--- src/rtl/tone_sequencer.sv ---
// tone_sequencer: queued square-wave note player with per-note duration and trailing silent gap
module tone_sequencer #(
   parameter int CLK_HZ    = 100_000_000,
   parameter int TICK_HZ   = 1000,
   parameter int DUR_W     = 16,
   parameter int DEPTH     = 4,
   parameter int GAP_TICKS = 20
) (
   input  logic             clk,
   input  logic             rst,
   input  logic             cmd_valid,
   output logic             cmd_ready,
   input  logic [2:0]       cmd_note,
   input  logic [1:0]       cmd_oct,
   input  logic [DUR_W-1:0] cmd_dur,
   input  logic             abort,
   output logic             pwm,
   output logic             busy,
   output logic             note_done
);
   localparam int TICK_DIV = CLK_HZ / TICK_HZ;
   localparam int DIV_W    = $clog2(TICK_DIV);
   localparam int AW       = $clog2(DEPTH);
   localparam int EW       = 5 + DUR_W;

   typedef enum logic [2:0] {IDLE, LOAD, PLAY, GAP, DONE} state_t;

   state_t           state_q, state_d;
   logic [EW-1:0]    mem_q [DEPTH];
   logic [AW-1:0]    wr_q, wr_d, rd_q, rd_d;
   logic [AW:0]      cnt_q, cnt_d;
   logic [17:0]      hp_q, hp_d, tone_q, tone_d, base, head_hp;
   logic [DUR_W-1:0] rem_q, rem_d, head_dur;
   logic [DIV_W-1:0] div_q, div_d;
   logic             silent_q, silent_d, pwm_q, pwm_d;
   logic [2:0]       head_note;
   logic [1:0]       head_oct;
   logic             push, pop, tick, wrap;

   assign cmd_ready = (cnt_q != (AW+1)'(DEPTH)) && !abort;
   assign push      = cmd_valid && cmd_ready;
   assign pop       = (state_q == IDLE || state_q == DONE) && (cnt_q != '0) && !abort;
   assign {head_note, head_oct, head_dur} = mem_q[rd_q];
   assign tick      = div_q == DIV_W'(TICK_DIV - 1);
   assign wrap      = tone_q == hp_q - 18'd1;
   assign pwm       = pwm_q;
   assign busy      = state_q != IDLE || cnt_q != '0;
   assign note_done = state_q == DONE;

   // Mid-octave half periods at 100 MHz; other octaves are a shift away
   always_comb begin
      base = 18'd0;
      case (head_note)
         3'd1: base = 18'd95602;
         3'd2: base = 18'd85179;
         3'd3: base = 18'd75873;
         3'd4: base = 18'd71633;
         3'd5: base = 18'd63776;
         3'd6: base = 18'd56818;
         3'd7: base = 18'd50607;
         default: base = 18'd0;
      endcase
   end

   assign head_hp = head_oct == 2'd0 ? base << 1 : head_oct == 2'd2 ? base >> 1 : base;

   always_comb begin
      state_d  = state_q;
      wr_d     = push ? wr_q + 1'b1 : wr_q;
      rd_d     = pop ? rd_q + 1'b1 : rd_q;
      cnt_d    = cnt_q + (AW+1)'(push) - (AW+1)'(pop);
      hp_d     = pop ? head_hp : hp_q;
      silent_d = pop ? (head_note == 3'd0 || head_oct == 2'd3) : silent_q;
      rem_d    = pop ? head_dur : rem_q;
      div_d    = div_q;
      tone_d   = tone_q;
      pwm_d    = pwm_q;
      case (state_q)
         IDLE: state_d = pop ? LOAD : IDLE;
         LOAD: begin
            tone_d  = '0;
            div_d   = '0;
            pwm_d   = 1'b0;
            state_d = rem_q == '0 ? DONE : PLAY;
         end
         PLAY: begin
            div_d  = tick ? '0 : div_q + 1'b1;
            tone_d = wrap ? '0 : tone_q + 18'd1;
            pwm_d  = pwm_q ^ (wrap && !silent_q);
            if (tick) begin
               rem_d = rem_q - 1'b1;
               if (rem_q == DUR_W'(1)) begin
                  pwm_d   = 1'b0;
                  rem_d   = DUR_W'(GAP_TICKS);
                  state_d = GAP_TICKS == 0 ? DONE : GAP;
               end
            end
         end
         GAP: begin
            div_d = tick ? '0 : div_q + 1'b1;
            if (tick) begin
               rem_d   = rem_q - 1'b1;
               state_d = rem_q == DUR_W'(1) ? DONE : GAP;
            end
         end
         DONE: state_d = pop ? LOAD : IDLE;
         default: state_d = IDLE;
      endcase
      if (abort) begin
         state_d = IDLE;
         wr_d    = '0;
         rd_d    = '0;
         cnt_d   = '0;
         pwm_d   = 1'b0;
      end
   end

   always_ff @(posedge clk) begin
      if (rst) begin
         state_q  <= IDLE;
         wr_q     <= '0;
         rd_q     <= '0;
         cnt_q    <= '0;
         hp_q     <= '0;
         silent_q <= 1'b0;
         rem_q    <= '0;
         div_q    <= '0;
         tone_q   <= '0;
         pwm_q    <= 1'b0;
      end else begin
         state_q  <= state_d;
         wr_q     <= wr_d;
         rd_q     <= rd_d;
         cnt_q    <= cnt_d;
         hp_q     <= hp_d;
         silent_q <= silent_d;
         rem_q    <= rem_d;
         div_q    <= div_d;
         tone_q   <= tone_d;
         pwm_q    <= pwm_d;
      end
   end

   always_ff @(posedge clk) begin
      if (push) mem_q[wr_q] <= {cmd_note, cmd_oct, cmd_dur};
   end
endmodule

--- config.mk ---
export PLATFORM = sky130hd
export DESIGN_NAME = tone_sequencer
export DESIGN_NICKNAME = d
export VERILOG_FILES = /design/src/rtl/tone_sequencer.sv
export SDC_FILE = /design/constraint.sdc
export NUM_CORES = 1
export LEC_CHECK = 0
export CORE_AREA = 2 2 123 125
export CTS_BUF_LIST = sky130_fd_sc_hd__clkbuf_4
export CTS_CLUSTER_SIZE = 20
export DETAILED_ROUTE_END_ITERATION = 8
export DIE_AREA = 0 0 125 127
export MAX_ROUTING_LAYER = met4
export PLACE_DENSITY = 0.78
export SETUP_SLACK_MARGIN = 0.5
export SLEW_MARGIN = 20
export SYNTH_ARGS = -nofsm -noshare
export SYNTH_HDL_FRONTEND = slang
export SYNTH_SLANG_ARGS = --single-unit
--- constraint.sdc ---
create_clock -name clk -period 3.2 [get_ports clk]
set_input_delay 0.64 -clock clk [delete_from_list [all_inputs] [get_ports clk]]
set_output_delay 0.64 -clock clk [all_outputs]
set_load 0.05 [all_outputs]
==> flow_summary_export.csv <==
group,metric,value,unit
setup_path,path_class,"reg2reg",
route,wire_per_inst,18.5,um
cells_and_area,fill_cells,1117,
route,drtPass1Iterations,6,
setup_path,slowest_delay,0.58,ns
setup_path,cp-end-kind,"register",
setup_path,rr_worst_depth,9,
setup_path,cp.required,3.71,ns
logic_synthesis,synth_seq_cells,167,
logic_synthesis,synth_cell_types,67,
cts,clock-sinks,167,
status,status,"finished clean",
cells_and_area,stdcell_area,0.00965,mm^2
route,drt-met1-wl,8910,um
pwr,leakage,0.00325,uW
pwr,peakVddDrop,0.563,mV
global_route,grt_max_degree,51,
sta,setup_violations,0,
route,detail-route-antenna-nets,0,
cts,ctsRootBufferMaster,"clkbuf_4",
logic_synthesis,yosysTopAreaCellShare,0.293,
setup_path,path_delay_family,"simple AND/OR/NAND/NOR gates",
placement,dp.cells,1063,
cells_and_area,nets,945,
pwr,p_per_area,461,mW/mm^2
run,drv_cap,0,
cells_and_area,final_util,0.669,
sta,fin_tns_setup,0,ns
sta,tightest_slew,0.801,ns
sta,finalMaxSlewViolations,0,
worst_hold_path,hold_class,"reg2reg",
placement,placed_area,0.00909,mm^2
cells_and_area,syn_to_final_growth,12.0,%
logic_synthesis,synthesis.nets,922,
global_route,grt_usage,0.260,
sta,relSlewSlack,0.464,
logic_synthesis,ys.flop_type,"edfxtp_1",
global_route,grt_pass1_vias,6595,
cts,cts_buffers,17,
cts,htreeDepth,4,
logic_synthesis,yosysWarnings,0,
sta,hold_viol,0,
route,drt-total-wl,20500,um
setup_path,critPathSlowestCell,"or4_4",
sta,max_freq,384,MHz
cts,clk_path_buf_depth,2,
cells_and_area,final_common_cell,"nor2_1",
route,top_layer,"met4",
route,route.met2.wl,9950,um
route,drtIter0Drc,939,
logic_synthesis,synth_edf_count,84,
sta,min_period,2.61,ns
logic_synthesis,yosysSeqAreaShare,0.485,
route,vias,7021,
cells_and_area,drive_gt1_frac,0.139,
setup_path,critPathLaunchType,"register",
cts,cts_tree,"yes",
floorplanning,num_rows,44,
setup_path,critical_path.cell_chain,"or4_4 > or4_4 > o21ai_1 > nor4_1 > nand4b_1 > buf_6 > buf_4 > nand3_4 > o311ai_2",
placement,hpwl,13300,um
logic_synthesis,synthTopCellsByArea,"edfxtp_1 29%, dfxtp_1 19%, mux4_2 5.5%",
setup_path,crit_cells,9,
placement,gp_congestion,0.942,
global_route,grt_overflow,0,
pwr,p_total,4450,uW
cts,cts.hold.buffers_added,0,
logic_synthesis,synth_area_per_cell,9.74,um^2
setup_path,crit_fanout,6,
floorplanning,core_area,0.0144,mm^2
cts,clk_pin_slew,0.15,ns
route,drc,0,
logic_synthesis,synthCells,885,
floorplanning,io_pins,29,
cells_and_area,fin_cells,1106,
logic_synthesis,async_reset_ff_frac,0,
sta,fin_crit_sh,0.814,
placement,portBuffers,28,
floorplanning,initial_utilization,0.598,
logic_synthesis,synth_area,0.00862,mm^2
floorplanning,die_y,127,um
global_route,grt_pass1_wl,32300,um
route,wl_met3,1370,um
floorplanning,dieArea,0.0159,mm^2
floorplanning,die_w,125,um
logic_synthesis,yosys.area.top_type,"edfxtp_1",
sta,rsz0062_at_grt,"false",
route,vias_per_cell,6.35,
worst_hold_path,hold_depth,2,
global_route,antenna_found_initial,1,
cells_and_area,final_cell_mix,"94 x nor2_1, 87 x nand2_1, 84 x edfxtp_1",
setup_path,path_buf_inv,2,
sta,fin_skew,0.0172,ns
setup_path,critPathArrivalTime,3.12,ns
cts,worstSkewPairLatency,0.59,ns
setup_path,cp_common_cell,"or4_4",
==> stage by stage <==
step                      hold slack, ns  worst slack (ns)
after floorplan                    0.432             0.514
after global placement             0.440             0.224
after detailed placement           0.447             0.149
after CTS                          0.467             0.460
after global routing               0.482             0.474
final                              0.466             0.594
==> area by class of cell <==
cell class | instances | area, um^2 | area share
clock buffer | 17 | 128 | 0.0132
clock inverter | 15 | 189 | 0.0196
tap | 184 | 230 | 0.0239
sequential | 167 | 4200 | 0.435
multi-input combinational | 638 | 4290 | 0.445
antenna | 1 | 2.50 | 0.000259
inverter | 23 | 93.8 | 0.00973
timing repair buffer | 61 | 517 | 0.0536
==> worst paths after layout <==
path	from	end	slack (ns)
worst max-delay path	hp_q[2]	tone_q[12]	0.59
worst min register to register	rem_q[15]	rem_q[15]	0.47
worst max register to register	hp_q[2]	tone_q[12]	0.59
worst min-delay path	rem_q[15]	rem_q[15]	0.47
==> cells by family (layout without fill, tap and decap cells) <==
kind of cell    count (synthesis)  count (layout)  share of synthesized area
compound gates                206             206                      0.150
xor+xnor                       40              40                     0.0407
fa+ha+maj                      12              12                     0.0183
buf+inv                        83             116                     0.0382
flops                         167             167                      0.485
mux                            35              37                     0.0714
other cells                     0               1                          0
simple gates                  342             343                      0.196
==> registers in the layout, summed over array words and instances (netlist names), named ones only <==
name / count
div_q: 17
pwm: 1
rd_q: 2
tone_q: 18
wr_q: 2
cnt_q: 3
silent_q: 1
state_q: 3
rem_q: 16
mem_q: 84
hp_q: 18
==> where the power goes <==
part / switching [uW] / internal, uW
logic: 451 / 327
registers: 51.1 / 2300
clock network: 883 / 445
total: 1390 / 3070
==> synth_stat cells (13+ instances only) <==
cell	count
inv_1	22
nand2b_1	16
xnor2_1	20
o21ai_0	52
xor2_1	20
nor3_1	24
clkbuf_1	48
mux4_2	21
nand2_1	87
dfxtp_1	83
and3_1	17
nand3_1	27
edfxtp_1	84
nor4_1	13
nor2_1	94
nand4_1	15
a21oi_1	72
==> repair_timing <==
item / in CTS / in global routing
setup buffers: 4 / 2
resized for setup: 12 / 25
pin swaps: 2 / 9
endpoints found under the setup margin: 21 / 22
gates cloned: 1 / 3
hold endpoints to repair: 0 / 0
==> worst register-to-register path, stage by stage, from the launching register on <==
cell	delay [ns]
dfxtp_4	0.40
or4_4	0.58
or4_4	0.51
o21ai_1	0.14
nor4_1	0.07
nand4b_1	0.11
buf_6	0.13
buf_4	0.15
nand3_4	0.15
o311ai_2	0.30
==> metal layers <==
metal / vias to the layer above / track usage
met5: - / -
met3: 26 / 0.0490
met4: 0 / 0.0673
met2: 273 / 0.422
met1: 3390 / 0.340
li1: 3332 / -
Power figures use the tool's default switching activity.
